**src/rtl/exec_mdu.sv**
```systemverilog
// Multiply/divide execution unit: pipelined-latency multiplier plus restoring divider.
// The divider is only built when EXEC_MDU_DIV_EN is defined; otherwise commands 1xx return 0 in cycle 1.
module exec_mdu #(
    parameter int WIDTH      = 32,
    parameter int MUL_STAGES = 2
) (
    input  logic             clk,
    input  logic             rstn,
    input  logic             enable,
    input  logic [2:0]       command,
    input  logic [WIDTH-1:0] rs,
    input  logic [WIDTH-1:0] rt,
    input  logic [4:0]       rd_in,
    input  logic             flush,
    output logic             busy,
    output logic             done,
    output logic [WIDTH-1:0] data,
    output logic [4:0]       rd_out,
    output logic [2:0]       wselector
);

    localparam int CW = $clog2(WIDTH);

    typedef enum logic [2:0] {IDLE, MUL, DIV, FIX, DONE} state_t;

    state_t             state;
    logic [CW-1:0]      cnt;
    logic [WIDTH-1:0]   op_a;
    logic [WIDTH-1:0]   op_b;
    logic [1:0]         op_cmd;
    logic [4:0]         op_rd;

    logic [WIDTH-1:0]   mul_x;
    logic [WIDTH-1:0]   mul_y;
    logic [1:0]         mul_cmd;
    logic               mul_sgn;
    logic signed [2*WIDTH-1:0] mul_xe;
    logic signed [2*WIDTH-1:0] mul_ye;
    logic signed [2*WIDTH-1:0] prod;
    logic [WIDTH-1:0]   mul_res;

    logic               is_mul;
    logic               imm_fast;
    logic [WIDTH-1:0]   imm_data;

`ifdef EXEC_MDU_DIV_EN
    logic               div_sgn;
    logic               div_rem;
    logic [WIDTH-1:0]   rs_mag;
    logic [WIDTH-1:0]   rt_mag;
    logic [WIDTH-1:0]   dq;
    logic [WIDTH-1:0]   dr;
    logic [WIDTH-1:0]   dd;
    logic               neg_q;
    logic               neg_r;
    logic [WIDTH:0]     shifted;
    logic [WIDTH:0]     trial;
    logic [WIDTH-1:0]   fix_q;
    logic [WIDTH-1:0]   fix_r;
`endif

    // A single multiplier: fed straight from the ports when idle (single-stage case), else from the latched operands.
    always_comb begin
        mul_x   = (state == IDLE) ? rs : op_a;
        mul_y   = (state == IDLE) ? rt : op_b;
        mul_cmd = (state == IDLE) ? command[1:0] : op_cmd;
        mul_sgn = (mul_cmd == 2'b01);
        mul_xe  = {{WIDTH{mul_sgn & mul_x[WIDTH-1]}}, mul_x};
        mul_ye  = {{WIDTH{mul_sgn & mul_y[WIDTH-1]}}, mul_y};
        prod    = mul_xe * mul_ye;
        mul_res = (mul_cmd == 2'b00) ? prod[WIDTH-1:0] : prod[2*WIDTH-1:WIDTH];
    end

    // Commands that finish in the cycle after acceptance, with their result.
    always_comb begin
        is_mul   = ~command[2] & (command[1:0] != 2'b11);
        imm_fast = 1'b1;
        imm_data = '0;
`ifdef EXEC_MDU_DIV_EN
        div_sgn  = ~command[0];
        div_rem  = command[1];
        rs_mag   = (div_sgn & rs[WIDTH-1]) ? -rs : rs;
        rt_mag   = (div_sgn & rt[WIDTH-1]) ? -rt : rt;
`endif
        if (is_mul) begin
            imm_fast = (MUL_STAGES == 1);
            imm_data = mul_res;
        end
`ifdef EXEC_MDU_DIV_EN
        else if (command[2]) begin
            if (rt == '0)
                imm_data = div_rem ? rs : '1;
            else if (div_sgn && rs == {1'b1, {(WIDTH-1){1'b0}}} && rt == '1)
                imm_data = div_rem ? '0 : rs;
            else
                imm_fast = 1'b0;
        end
`endif
    end

`ifdef EXEC_MDU_DIV_EN
    always_comb begin
        shifted = {dr, dq[WIDTH-1]};
        trial   = shifted - {1'b0, dd};
        fix_q   = neg_q ? -dq : dq;
        fix_r   = neg_r ? -dr : dr;
    end
`endif

    always_ff @(posedge clk) begin
        if (!rstn) begin
            state     <= IDLE;
            cnt       <= '0;
            op_a      <= '0;
            op_b      <= '0;
            op_cmd    <= '0;
            op_rd     <= '0;
            busy      <= 1'b0;
            done      <= 1'b0;
            data      <= '0;
            rd_out    <= '0;
            wselector <= 3'b000;
`ifdef EXEC_MDU_DIV_EN
            dq        <= '0;
            dr        <= '0;
            dd        <= '0;
            neg_q     <= 1'b0;
            neg_r     <= 1'b0;
`endif
        end else begin
            case (state)
                IDLE: begin
                    if (enable && !flush) begin
                        busy   <= 1'b1;
                        op_a   <= rs;
                        op_b   <= rt;
                        op_cmd <= command[1:0];
                        op_rd  <= rd_in;
                        if (imm_fast) begin
                            state     <= DONE;
                            done      <= 1'b1;
                            wselector <= 3'b010;
                            data      <= imm_data;
                            rd_out    <= rd_in;
                        end else if (is_mul) begin
                            state <= MUL;
                            cnt   <= CW'(MUL_STAGES - 2);
                        end
`ifdef EXEC_MDU_DIV_EN
                        else begin
                            state <= DIV;
                            cnt   <= CW'(WIDTH - 1);
                            dq    <= rs_mag;
                            dd    <= rt_mag;
                            dr    <= '0;
                            neg_q <= div_sgn & (rs[WIDTH-1] ^ rt[WIDTH-1]);
                            neg_r <= div_sgn & rs[WIDTH-1];
                        end
`endif
                    end
                end
                MUL: begin
                    if (flush) begin
                        state <= IDLE;
                        busy  <= 1'b0;
                    end else if (cnt == '0) begin
                        state     <= DONE;
                        done      <= 1'b1;
                        wselector <= 3'b010;
                        data      <= mul_res;
                        rd_out    <= op_rd;
                    end else begin
                        cnt <= cnt - CW'(1);
                    end
                end
`ifdef EXEC_MDU_DIV_EN
                // One restoring step per cycle: keep the trial difference when it did not borrow.
                DIV: begin
                    if (flush) begin
                        state <= IDLE;
                        busy  <= 1'b0;
                    end else begin
                        if (!trial[WIDTH]) begin
                            dr <= trial[WIDTH-1:0];
                            dq <= {dq[WIDTH-2:0], 1'b1};
                        end else begin
                            dr <= shifted[WIDTH-1:0];
                            dq <= {dq[WIDTH-2:0], 1'b0};
                        end
                        if (cnt == '0)
                            state <= FIX;
                        else
                            cnt <= cnt - CW'(1);
                    end
                end
                FIX: begin
                    if (flush) begin
                        state <= IDLE;
                        busy  <= 1'b0;
                    end else begin
                        state     <= DONE;
                        done      <= 1'b1;
                        wselector <= 3'b010;
                        data      <= op_cmd[1] ? fix_r : fix_q;
                        rd_out    <= op_rd;
                    end
                end
`endif
                DONE: begin
                    state     <= IDLE;
                    busy      <= 1'b0;
                    done      <= 1'b0;
                    wselector <= 3'b000;
                end
                default: begin
                    state <= IDLE;
                    busy  <= 1'b0;
                end
            endcase
        end
    end

endmodule

```
**config.mk**
```make
export PLATFORM = sky130hd
export DESIGN_NAME = exec_mdu
export DESIGN_NICKNAME = d
export VERILOG_FILES = /design/src/rtl/exec_mdu.sv
export SDC_FILE = /design/constraint.sdc
export NUM_CORES = 2
export LEC_CHECK = 0
export ABC_AREA = 1
export ABC_CLOCK_PERIOD_IN_PS = 11200
export CORE_UTILIZATION = 40
export CTS_BUF_LIST = sky130_fd_sc_hd__clkbuf_8
export DETAILED_ROUTE_END_ITERATION = 10
export GPL_TIMING_DRIVEN = 0
export RECOVER_POWER = 25
export SYNTH_ARGS = -nofsm -noshare
export SYNTH_HDL_FRONTEND = slang
export SYNTH_SLANG_ARGS = --single-unit
```
**constraint.sdc**
```tcl
create_clock -name clk -period 11.2 [get_ports clk]
set_input_delay 3.36 -clock clk [delete_from_list [all_inputs] [get_ports clk]]
set_output_delay 3.36 -clock clk [all_outputs]
set_load 0.005 [all_outputs]
```
### Yosys cells after proc, flatten, opt, wreduce, memory -nomap -nowiden

Index checks and enable logic that the tools add are counted.

* reductions and logical operators: 13
* shifts and indexed selects: 0
* add/sub/neg operators: 1
* order comparisons: 0
* div/mod/pow operators: 0
* bitwise operators: 4
* muxes and demuxes: 37
* multiply operators: 1
* eq/ne operators: 12

Operators by type and width (count)
* $mux W32: 7
* $mul A33 B33 Y64: 1
* $pmux W32 S2: 1
* $mux W5: 8
* $mux W3: 8
* $pmux W5 S2: 2
* $reduce_and A5 Y1: 3
* $ne A2 B2 Y1 const B: 7
* $pmux W3 S3: 1
* $mux W1: 6
* $pmux W3 S2: 1
* $reduce_and A2 Y1: 3
* $logic_not A5 Y1: 1
* $sub A5 B1 Y5 const B: 1
* $and A1 B1 Y1: 3
* $eq A3 B1 Y1 const B: 1
* $eq A3 B3 Y1 const B: 1
* $logic_not A3 Y1: 1
* $ne A3 B3 Y1 const B: 1
* $pmux W1 S3: 1
* $reduce_bool A3 Y1: 1
* $eq A2 B1 Y1 const B: 1
* $logic_not A2 Y1: 1
* $mux W2: 1
* 6 further kinds: 6

* latch bits: 0
* word-level logic and storage cells: 79
* ROM bits: 0
* output and inout port bits: 42
* register bits: 121
* input port bits: 76
* memories: 0
* bits in writable memories: 0

### Logic depth before layout (Yosys ltp)

* depth after elaboration: 9
* mapped depth: 41

### Worst setup path after synthesis

OpenSTA, ideal clock, no wires.

* path kind: input-to-reg
* start point: in command[0]
* end point: reg data[31]
* path slack: 689 ps
* path buffers: 2
* library setup time: 131 ps
* data arrival time: 10380 ps
* stages: 32
* path through: inv_1 > nand2_1 > o21ai_2 > nor2_4 > inv_1 > buf_2 > buf_2 > nor2_1 > fa_1 > inv_1 > fa_1 > inv_1 > fa_1 > inv_1 > fa_1 > fa_1 > fa_1 > fa_1 > fa_1 > inv_1 > ha_1 > nand2_1 > nor2_1 > nand2_1 > nor4_1 > nand2_1 > nand2_1 > inv_1 > nand2_1 > nand3_1 > nand2_1 > a21oi_2

* longest elaborated chain between the ends: 8

RTL lines
* start, declared: line 10 `input logic [2:0] command,`
* $mux W2: line 66 `mul_cmd = (state == IDLE) ? command[1:0] : op_cmd;`
* $eq A2 B1 Y1: line 67 `mul_sgn = (mul_cmd == 2'b01);`
* $and A1 B1 Y1 (on tied branches): line 68, 69
* $mul A33 B33 Y64: line 70 `prod = mul_xe * mul_ye;`
* $mux W32: line 71 `mul_res = (mul_cmd == 2'b00) ? prod[WIDTH-1:0] : prod[2*WIDTH-1:WIDTH];`
* $mux W32: line 166 `end else if (cnt == '0) begin`
* $mux W32: line 163 `if (flush) begin`
* $pmux W32 S2: line 131 `case (state)`
* end signal, assigned: line 143 `data <= imm_data;`
* end signal, assigned: line 170 `data <= mul_res;`
* end, declared: line 17 `output logic [WIDTH-1:0] data,`

Several ways; a longest one is shown, not always the timed one. The select of a mux whose other input is x is not followed.
A chain may end at the register's enable or synchronous reset.

### Worst setup path in the final report

* start point: in rt[31]
* end point: reg data[23]

* longest elaborated chain between the ends: 7

RTL lines
* start, declared: line 12 `input logic [WIDTH-1:0] rt,`
* $mux W32 *: line 65 `mul_y = (state == IDLE) ? rt : op_b;`
* $and A1 B1 Y1: line 69 `mul_ye = {{WIDTH{mul_sgn & mul_y[WIDTH-1]}}, mul_y};`
* $mul A33 B33 Y64 *: line 70
* $mux W32 *: line 71
* $mux W32 *: line 166
* $mux W32 *: line 163
* $pmux W32 S2 *: line 131

Mark *: on every way between the ends. The rest lies on a longest branch, timed or not. The select of a mux whose other input is x is not followed.

==> impl_metrics.toml <==
[outcome]
outcome = "complete, no violations"

[global_route]
grt_pass1_vias = 40300
antenna_found_initial = 7
grt.met3_usage = 0.0862
use_met1 = 0.455
grt_pass1_wl_mm = 276
grt_overflow = 0
grt_usage = 0.346
busiest_layer = "met2"
grt_start_max_net_pins = 26
grtUsageMet2 = 0.524

[synth]
synth_most_common_cell = "inv_1"
postSynthCellCount = 5550
ys_top_cells_by_area = "fa_1 51%, inv_1 12%, nand2_1 10%"
syn_area_mm2 = 0.0445
synth_flop_cell = "dfxtp_1"
synth_top_cell_area_share = 0.506
async_flop_share = 0
synth_top_area_cell = "fa_1"
synth_area_per_cell_um2 = 8.03
ys_seq_elements = 117
synth-seq-area-share = 0.0526
ys_warn_count = 0
ys_top_cells_by_count = "1473 x inv_1, 1229 x nand2_1, 1125 x fa_1"
synthDistinctLibCells = 45
synth_edf_count = 0

[run]
max_cap_viol_count = 0

[floorplan]
initial_utilization = 0.403
io_pins = 118
die_w_um = 336
fp.dieH_um = 336
die_area_mm2 = 0.113
rows = 122
core-area_mm2 = 0.111

[clock_network]
cts_buffer_depth = 2
cts_sinks = 117
root_buffer = "clkbuf_8"
cts_tree = "yes"
clk_pin_slew_ns = 0.10
clock_latency_ns = 0.61
cts_max_level = 4
cts_buffers = 17

[sta]
period_share = 0.992
finalHoldViolCount = 0
setup_slack_ns = 0.0869
tightest_slew_ns = 1.39
max_clock_freq_mhz = 90.0
slew_violations = 0
timing.slew.headroom = 0.0713
setup_violations = 0
clock_skew_ns = 0.0636
fin_tns_setup_ns = 0
post-route-min-period_ns = 11.11

[worst_setup_path]
cp_common_cell = "fa_1"
crit_type = "in -> reg"
worstPathArrival_ns = 11.53
start_kind = "input pin"
cp_slowest_stage_delay_ns = 0.62
cp_max_fo = 10
cp_data_required_time_ns = 11.62
cp_slowest_cell = "fa_1"
end_kind = "flip-flop"

[placed_design]
dp_slack_ns = -1.74
hpwlAfterDp_mm = 158
port-buffer-count = 115
dpl_cell_area_mm2 = 0.0476
dp.cells = 7160
routabilityCongestion = 1.05

[routing]
drtIter0Drc = 3993
via_per_inst = 5.28
vias = 38300
drc_errors = 0
route.final.wire_length_mm = 188
ant_nets = 0
drt_pass1_iterations = 6
wl_per_cell_um = 25.9

[hold_path]
hold_class = "reg -> reg"

[final_layout]
final_area_mm2 = 0.0495
layoutNonFillerInstCount = 7245
synthToLayoutAreaGrowth_pct = 11.1
drive_above_1_share = 0.0897
nNetsFinal = 7154
-- state kept, by name, indices dropped and copies added, names as in the netlist --
register / cells
data: 32
rd_out: 5
busy: 1
done: 1
op_rd: 5
op_b: 32
op_a: 32
op_cmd: 2
cnt: 5
state: 2
-- critical path: cells and delay by family --
kind                     cells  cell delay [ns]
adder cells (fa/ha/maj)      9             4.60
buffers and inverters        7             1.59
AND/OR/NAND/NOR             10             1.27
AO/OA/AOI/OAI                3             0.64
-- path summary, 6_finish.rpt --
check,slack [ns],from,endpoint,cells past startpoint
max reg2reg,1.91,state[2],data[4],28
min,0.47,data[10],data[10],2
max,0.09,rt[31],data[23],29
min reg2reg,0.47,data[10],data[10],2
-- placed cells by master (no fill, tap or decap), drive strengths merged --
master	instances
dfxtp	117
xnor2	7
clkbuf	103
a21boi	2
bufinv	1
o22ai	2
nand3	118
dlygate4sd3	28
and3	2
o21bai	14
or2	4
diode	5
nand4	22
fa	1125
o21ai	165
conb	2
nand3b	2
a21o	3
inv	1502
clkinv	4
clkdlybuf4s50	87
a211oi	60
ha	214
nor3	7
nor2	557
xor2	7
clkinvlp	15
nor4	6
buf	186
a31oi	7
o21a	1
nand2	1234
a21oi	148
-- cells by family (layout without fill, tap and decap cells) --
| logic type | after synthesis | in the layout | share of synthesized area |
|---|---|---|---|
| XOR/XNOR | 14 | 14 | 0.00275 |
| other | 1 | 7 | 0.0000842 |
| AO/OA/AOI/OAI | 402 | 402 | 0.0532 |
| buffers and inverters | 1725 | 1926 | 0.153 |
| flip-flops | 117 | 117 | 0.0526 |
| adder cells (fa/ha/maj) | 1339 | 1339 | 0.566 |
| AND/OR/NAND/NOR | 1952 | 1952 | 0.173 |
-- layer usage --
layer / vias to the layer above / wire length [um]
li1: 16300 / -
met1: 19600 / 74300
met2: 1995 / 81400
met3: 430 / 20000
met4: 4 / 12100
met5: - / 30
-- repair_timing --
item	4_1_cts	5_1_grt
buffers inserted	18	33
pin swaps	6	20
endpoints found under the setup margin	32	32
hold buffers	0	0
resized for setup	92	257
-- per-stage QoR --
step | utilization | hold WS (ns)
floorplan | - | 0.434
global placement | 0.430 | 0.445
detailed placement | 0.431 | 0.450
CTS | 0.438 | 0.464
global route | 0.448 | 0.483
finish | 0.448 | 0.465
-- final cells by class --
cell class / instances / area [um^2]
fillers: 11400 / 61000
flip-flops and latches: 117 / 2340
multi-input cells: 3709 / 36100
clock buffers: 17 / 234
well taps: 1488 / 1860
clock inverters: 15 / 183
inverters: 1507 / 5720
repair buffers: 172 / 1670
diodes: 5 / 12.5
plain buffers: 215 / 1310
Power is not shown: default switching activity piles up to over one toggle a cycle in this logic, so the estimate is an artifact.
